==> config.mk <==
export PLATFORM = sky130hd
export DESIGN_NAME = ctrl_pb20000
export DESIGN_NICKNAME = d
export VERILOG_FILES = /design/src/rtl/ctrl_pb20000.sv
export SDC_FILE = /design/constraint.sdc
export NUM_CORES = 1
export LEC_CHECK = 0
export CORE_AREA = 2 2 39 41
export CTS_CLUSTER_SIZE = 40
export DETAILED_ROUTE_END_ITERATION = 8
export DIE_AREA = 0 0 41 43
export REMOVE_ABC_BUFFERS = 1
export SYNTH_ARGS = -nofsm -noshare
export SYNTH_HDL_FRONTEND = slang
export SYNTH_SLANG_ARGS = --single-unit
==> constraint.sdc <==
create_clock -name clk -period 3.7 [get_ports clk]
set_input_delay 0.925 -clock clk [delete_from_list [all_inputs] [get_ports clk]]
set_output_delay 0.925 -clock clk [all_outputs]
set_load 0.02 [all_outputs]
==> src/rtl/ctrl_pb20000.sv <==
// ctrl_pb20000 - sequencer for the single-MAC biquad low-pass datapath.
//
// Produces one output sample per start pulse:
//   fk = Uk + a1*fk1 + a2*fk2 ; yk = b0*fk + b1*fk1 + b2*fk2 ; fk2<=fk1, fk1<=fk
//
// Ports
//   clk       in   system clock, rising edge
//   reset_n   in   asynchronous active-low reset
//   start     in   one-cycle request for a new sample (Uk valid)
//   abort     in   synchronous abort back to IDLE, highest priority
//   controlS  out  coefficient select (0 zero, 1 a1, 2 a2, 3 b0, 4 b1, 5 b2)
//   controlC  out  operand select (0 zero, 1 fk1, 2 fk2, 3 fk)
//   controlZ  out  addend select (0 zero, 1 Uk, 2 running sum)
//   acc_en    out  accumulator load strobe
//   fk_en     out  fk register load
//   shift_en  out  delay-line shift
//   busy      out  high outside IDLE
//   done      out  yk final (coincides with the shift)
//   overrun   out  a start request was lost this cycle
//
// Build option
//   PB_PENDING_EN  one-deep pending latch for a start that arrives while busy;
//                  the sequence then chains from SHIFT straight into M1.
//
// state | meaning
// ------+------------------------------------------------
// IDLE  | waiting for start
// M1    | acc = Uk + a1*fk1
// M2    | acc += a2*fk2
// FKLD  | fk <= acc
// M3    | acc = b0*fk
// M4    | acc += b1*fk1
// M5    | acc += b2*fk2
// SHIFT | yk valid, done, fk2<=fk1, fk1<=fk
module ctrl_pb20000 #(
  parameter int MULT_LAT = 0,
  parameter int CNT_W    = 3
) (
  input  logic       clk,
  input  logic       reset_n,
  input  logic       start,
  input  logic       abort,
  output logic [2:0] controlS,
  output logic [1:0] controlC,
  output logic [1:0] controlZ,
  output logic       acc_en,
  output logic       fk_en,
  output logic       shift_en,
  output logic       busy,
  output logic       done,
  output logic       overrun
);

`ifdef PB_PENDING_EN
  localparam bit PEND_EN = 1'b1;
`else
  localparam bit PEND_EN = 1'b0;
`endif

  localparam logic [CNT_W-1:0] HOLD_LAST = CNT_W'(MULT_LAT);

  typedef enum logic [2:0] {
    S_IDLE  = 3'd0,
    S_M1    = 3'd1,
    S_M2    = 3'd2,
    S_FKLD  = 3'd3,
    S_M3    = 3'd4,
    S_M4    = 3'd5,
    S_M5    = 3'd6,
    S_SHIFT = 3'd7
  } state_t;

  state_t           state_q, state_d;
  logic [CNT_W-1:0] cnt_q, cnt_d;
  logic             pend_q, pend_d;
  logic             hold_last;

  assign hold_last = (cnt_q == HOLD_LAST);
  assign busy      = (state_q != S_IDLE);

  always_ff @(posedge clk or negedge reset_n) begin
    if (!reset_n) begin
      state_q <= S_IDLE;
      cnt_q   <= '0;
      pend_q  <= 1'b0;
    end else begin
      state_q <= state_d;
      cnt_q   <= cnt_d;
      pend_q  <= pend_d;
    end
  end

  // Counter returns to 0 on any transition; it only advances while a MAC
  // step is still waiting for the multiplier pipeline.
  always_comb begin
    state_d = state_q;
    cnt_d   = '0;
    pend_d  = pend_q;
    overrun = 1'b0;
    if (abort) begin
      state_d = S_IDLE;
      pend_d  = 1'b0;
    end else begin
      if (start && busy) begin
        if (PEND_EN && !pend_q) pend_d = 1'b1;
        else                    overrun = 1'b1;
      end
      case (state_q)
        S_IDLE: if (start) state_d = S_M1;
        S_M1, S_M2, S_M3, S_M4, S_M5: begin
          if (!hold_last) begin
            cnt_d = cnt_q + CNT_W'(1);
          end else begin
            case (state_q)
              S_M1:    state_d = S_M2;
              S_M2:    state_d = S_FKLD;
              S_M3:    state_d = S_M4;
              S_M4:    state_d = S_M5;
              default: state_d = S_SHIFT;
            endcase
          end
        end
        S_FKLD: state_d = S_M3;
        S_SHIFT: begin
          // A start seen in this very cycle is consumed directly, as is a
          // request that was parked in the latch earlier.
          if (PEND_EN && (pend_q || start)) begin
            state_d = S_M1;
            pend_d  = 1'b0;
          end else begin
            state_d = S_IDLE;
          end
        end
        default: state_d = S_IDLE;
      endcase
    end
  end

  always_comb begin
    controlS = 3'd0;
    controlC = 2'd0;
    controlZ = 2'd0;
    acc_en   = 1'b0;
    fk_en    = 1'b0;
    shift_en = 1'b0;
    done     = 1'b0;
    case (state_q)
      S_M1: begin
        controlS = 3'd1; controlC = 2'd1; controlZ = 2'd1; acc_en = hold_last;
      end
      S_M2: begin
        controlS = 3'd2; controlC = 2'd2; controlZ = 2'd2; acc_en = hold_last;
      end
      S_FKLD: fk_en = 1'b1;
      S_M3: begin
        controlS = 3'd3; controlC = 2'd3; controlZ = 2'd0; acc_en = hold_last;
      end
      S_M4: begin
        controlS = 3'd4; controlC = 2'd1; controlZ = 2'd2; acc_en = hold_last;
      end
      S_M5: begin
        controlS = 3'd5; controlC = 2'd2; controlZ = 2'd2; acc_en = hold_last;
      end
      S_SHIFT: begin
        shift_en = 1'b1;
        done     = 1'b1;
      end
      default: ;
    endcase
  end

endmodule
==> results.md <==
- The flow ran to the end, and the final reports show no timing, DRC or antenna violations.
- The most used flip-flop cell after synthesis is sky130_fd_sc_hd__dfrtp_1.
- The count of unresolved DRC violations after routing is 0.
- The total of max-cap violations is 0.
- Setup violations remaining at the end of the flow were counted as 0.
- In this run the number of H-tree levels came out at 1.
- After the first detailed-routing iteration, the DRC count stood at 5.
- The worst relative slew slack is 0.7536.
- The final-report hold violation count is 0.
- In this run, post-CTS hold repair placed 0 buffers.
- The mapped netlist covers around 450 um^2.
- The global-route total usage across every layer is 0.1232.
- 0 antenna diodes ended up in the layout.
- The iteration count of the initial detailed-routing pass is 2.
- The startpoint identified for the worst hold timing path is cnt_q[0].
- The die is 43 um tall.
- The number of placement rows is 14.
- The synthesized instance count is 53.
- The number of non-filler instances in the completed layout is 84.
- Counting instances in the post-synthesis netlist gives the leading cell types as 10 x sky130_fd_sc_hd__nor2_1, 6 x sky130_fd_sc_hd__dfrtp_1, 4 x sky130_fd_sc_hd__inv_1, 4 x sky130_fd_sc_hd__nand2_1, 3 x sky130_fd_sc_hd__nand2b_1.
- After detailed placement, the design holds a cell count of 81.
- The worst hold-check slack is between 0.4 and 0.5 ns.
- The die area is about 1800 um^2.
- During synthesis, Yosys emitted a total of 0 warnings.
- The latest clock arrival within the worst-skew pair is 0.24 ns.
- The worst hold-check path type is flop to flop.
- The library cell with the largest summed area after synthesis is sky130_fd_sc_hd__dfrtp_1.
- STA classifies the critical path startpoint as an input pin.
- After detailed routing, the total wire length is about 850 um.
- The global-route wire length before repair is 1469 um.
- The final estimated routing congestion in global placement is roughly 0.72.
- The TritonCTS buffer count is 3.
- The wire length per cell after detailed routing is between 10 and 15 um.
- For the worst setup path, the data required time is roughly 2.8 ns.
- For the pin with the worst max-slew slack, the measured transition is ~0.37 ns.
- The root buffer cell chosen for the clock tree is sky130_fd_sc_hd__clkbuf_4.
- Together, buffers and inverters on the worst path number 2.
- The launch point of the critical path is abort.
- The most numerous cell on the critical path is sky130_fd_sc_hd__clkdlybuf4s50_1.
- sky130_fd_sc_hd__nor2_1 is the most common cell in the netlist.
- Summed over all cells, the static leakage comes to roughly 0.00027 uW.
- The die is around 41 um wide.
- Once placement finished, the instance area stood at between 600 and 700 um^2.
- The initial antenna violation count is 0.
- Setup repair after global routing left no endpoint under its margin.
- Yosys mapped a number of flops with a built-in enable equal to 0.
- Dividing the detail-routed via count by the number of cells gives around 4.4.
- The via count of the first global-routing pass is around 370.
- The worst reg2reg path startpoint is cnt_q[0].
- After synthesis the netlist holds a flip-flop and latch count of 6.
- TritonCTS built the clock tree.
- After synthesis, the netlist uses 27 different library cells.
- The peak supply drop is about 100 uV.
- The highest-delay cell along the critical path is sky130_fd_sc_hd__clkdlybuf4s50_1.
- After synthesis, the cell types taking the most area are sky130_fd_sc_hd__dfrtp_1 33%, sky130_fd_sc_hd__nor2_1 8.3%, sky130_fd_sc_hd__ha_1 5.5%, sky130_fd_sc_hd__nand2b_1 4.2%, sky130_fd_sc_hd__xnor2_1 3.9%.
- Power spread over the standard cell area amounts to between 300 and 400 nW/um^2.
- From synthesis to final layout, the design area changed by 37.95%.
- Summing internal, switching and leakage power gives between 200 and 250 uW.
- Of the synthesized area, sequential elements account for 0.3324.
- The number of gates resized after CTS was 0.
- After clock tree synthesis, the clock-pin slew on the worst setup and hold paths is 0.04 ns.
- The count of nets after finishing is 76.
- On the worst path, the slowest cell contributes a delay of 0.63 ns.
- For this block, the via count after detailed routing is 367.
- The count of nets left with antenna violations once routing finished came out at 0.
- The final-layout setup total negative slack is 0 ns.
- The mean cell area of the mapped netlist is 8.522 um^2.
- The highest net fanout along the worst path is 5.
- Traced cell by cell, the critical path runs through clkdlybuf4s50_1, nor3b_1, clkdlybuf4s50_1.
- The type of the worst setup path is input pin to output pin.
- The aggregate global routing overflow is 0.
- The finished cells cover about 620 um^2.
- The half-perimeter wire length after placement is between 600 and 700 um.
- The final worst clock skew is between 0.002 and 0.0025 ns.
- The achievable clock frequency is ~0.31 GHz.
- The number of buffers inserted to repair setup after CTS is 0.
- Data on the critical path arrives at its endpoint at between 2 and 2.5 ns.
- In the final layout, the share of cells above drive strength 1 is 0.1029.
- After synthesis, the share of flip-flops with an asynchronous set or reset is 1.000.
- For this configuration, the core starts out at a cell density of 0.3264.
- STA classifies the critical path endpoint as an output pin.
- Counting I/O delays and the setup requirement, the final critical path takes 3.194 ns.
- In the finished design, the share of the clock period the worst path needs comes to 0.8633.
- The floorplan step defined a core boundary enclosing about 1400 um^2.
- CTS saw 6 sinks.
- The I/O pin total is 17.
- Of the post-synthesis cell area, the dominant cell type holds 0.3324.
- Among cell families on the critical path, the largest total delay comes from buffers and inverters.
- The total count of max-transition violations in the final report was 0.
- Input and output buffers added on the ports amount to 16.
- Entering global routing, the biggest net connects 15 pins.
- The buffer depth of the longest clock path is 2.
[state kept, by name (all words and copies together) (netlist names)]
signal   cells
state_q      3
cnt_q        3
[worst paths after layout]
| path | end | slack (ns) | cells after the start |
|---|---|---|---|
| max | overrun | 0.51 | 3 |
| min | cnt_q[0] | 0.48 | 1 |
| max reg2reg | state_q[0] | 2.26 | 5 |
| min reg2reg | cnt_q[0] | 0.48 | 1 |
| max in group asynchronous | cnt_q[2] | 2.58 | 1 |
| min in group asynchronous | state_q[2] | 0.92 | 1 |
[logic make-up after synthesis]
logic type,synth area share
simple gates,0.3878
buf+inv,0.1025
flops,0.3324
compound gates,0.06093
xor+xnor,0.03879
fa+ha+maj,0.05539
mux,0.02216
[final cells by class]
class / instances / area, um^2
fill: 136 / 760.7
sequential: 6 / 150.1
inverter: 4 / 15.01
tap: 16 / 20.02
multi-input combinational: 39 / 255.2
timing repair buffer: 16 / 160.2
clock buffer: 3 / 22.52
[cells in the final DEF (no fill, tap or decap)]
| cell type | count |
|---|---|
| sky130_fd_sc_hd__clkdlybuf4s50_1 | 16 |
| sky130_fd_sc_hd__nor2_1 | 10 |
| sky130_fd_sc_hd__dfrtp_1 | 6 |
| sky130_fd_sc_hd__inv_1 | 4 |
| sky130_fd_sc_hd__nand2_1 | 4 |
| sky130_fd_sc_hd__nand2b_1 | 3 |
| sky130_fd_sc_hd__clkbuf_4 | 3 |
| sky130_fd_sc_hd__xnor2_1 | 2 |
| sky130_fd_sc_hd__and3_1 | 2 |
| sky130_fd_sc_hd__ha_1 | 2 |
| sky130_fd_sc_hd__and2_1 | 1 |
| sky130_fd_sc_hd__nor3_1 | 1 |
| sky130_fd_sc_hd__and2_4 | 1 |
| sky130_fd_sc_hd__or3_4 | 1 |
| sky130_fd_sc_hd__nor2b_4 | 1 |
| sky130_fd_sc_hd__nor3_2 | 1 |
| sky130_fd_sc_hd__or2b_1 | 1 |
| sky130_fd_sc_hd__a21boi_1 | 1 |
| sky130_fd_sc_hd__and2b_1 | 1 |
| sky130_fd_sc_hd__mux2i_1 | 1 |
| sky130_fd_sc_hd__nor3b_1 | 1 |
| sky130_fd_sc_hd__or4_1 | 1 |
| sky130_fd_sc_hd__o21ai_0 | 1 |
| sky130_fd_sc_hd__nor2b_1 | 1 |
| sky130_fd_sc_hd__a2111oi_1 | 1 |
| sky130_fd_sc_hd__a21oi_1 | 1 |
[where the power goes]
group / total [uW] / switching (uW) / leakage (uW) / internal (uW)
Combinational: 93.1 / 45.0 / 0.000179 / 48.1
Clock: 57.2 / 20.7 / 0.0000138 / 36.5
Sequential: 79.5 / 10.4 / 0.0000819 / 69.1
[metal layers]
layer / vias up / global-route usage / part of all wire / wire length [um]
li1: 200 / - / - / -
met1: 165 / 0.1508 / 0.48 / 403
met3: 0 / 0.01571 / 0.0071 / 6
met4: 0 / 0.1000 / 0 / 0
met5: - / 0 / 0 / 0
met2: 2 / 0.1813 / 0.52 / 437
[through the flow]
| stage | worst slack, ns | util |
|---|---|---|
| floorplan | 1.323 | - |
| global placement | 0.5155 | 0.4340 |
| detailed placement | 0.5235 | 0.4340 |
| CTS | 0.5035 | 0.4503 |
| global route | 0.4406 | 0.4503 |
| finish | 0.5059 | 0.4503 |
Note: power is estimated with default switching activity, not from simulation.
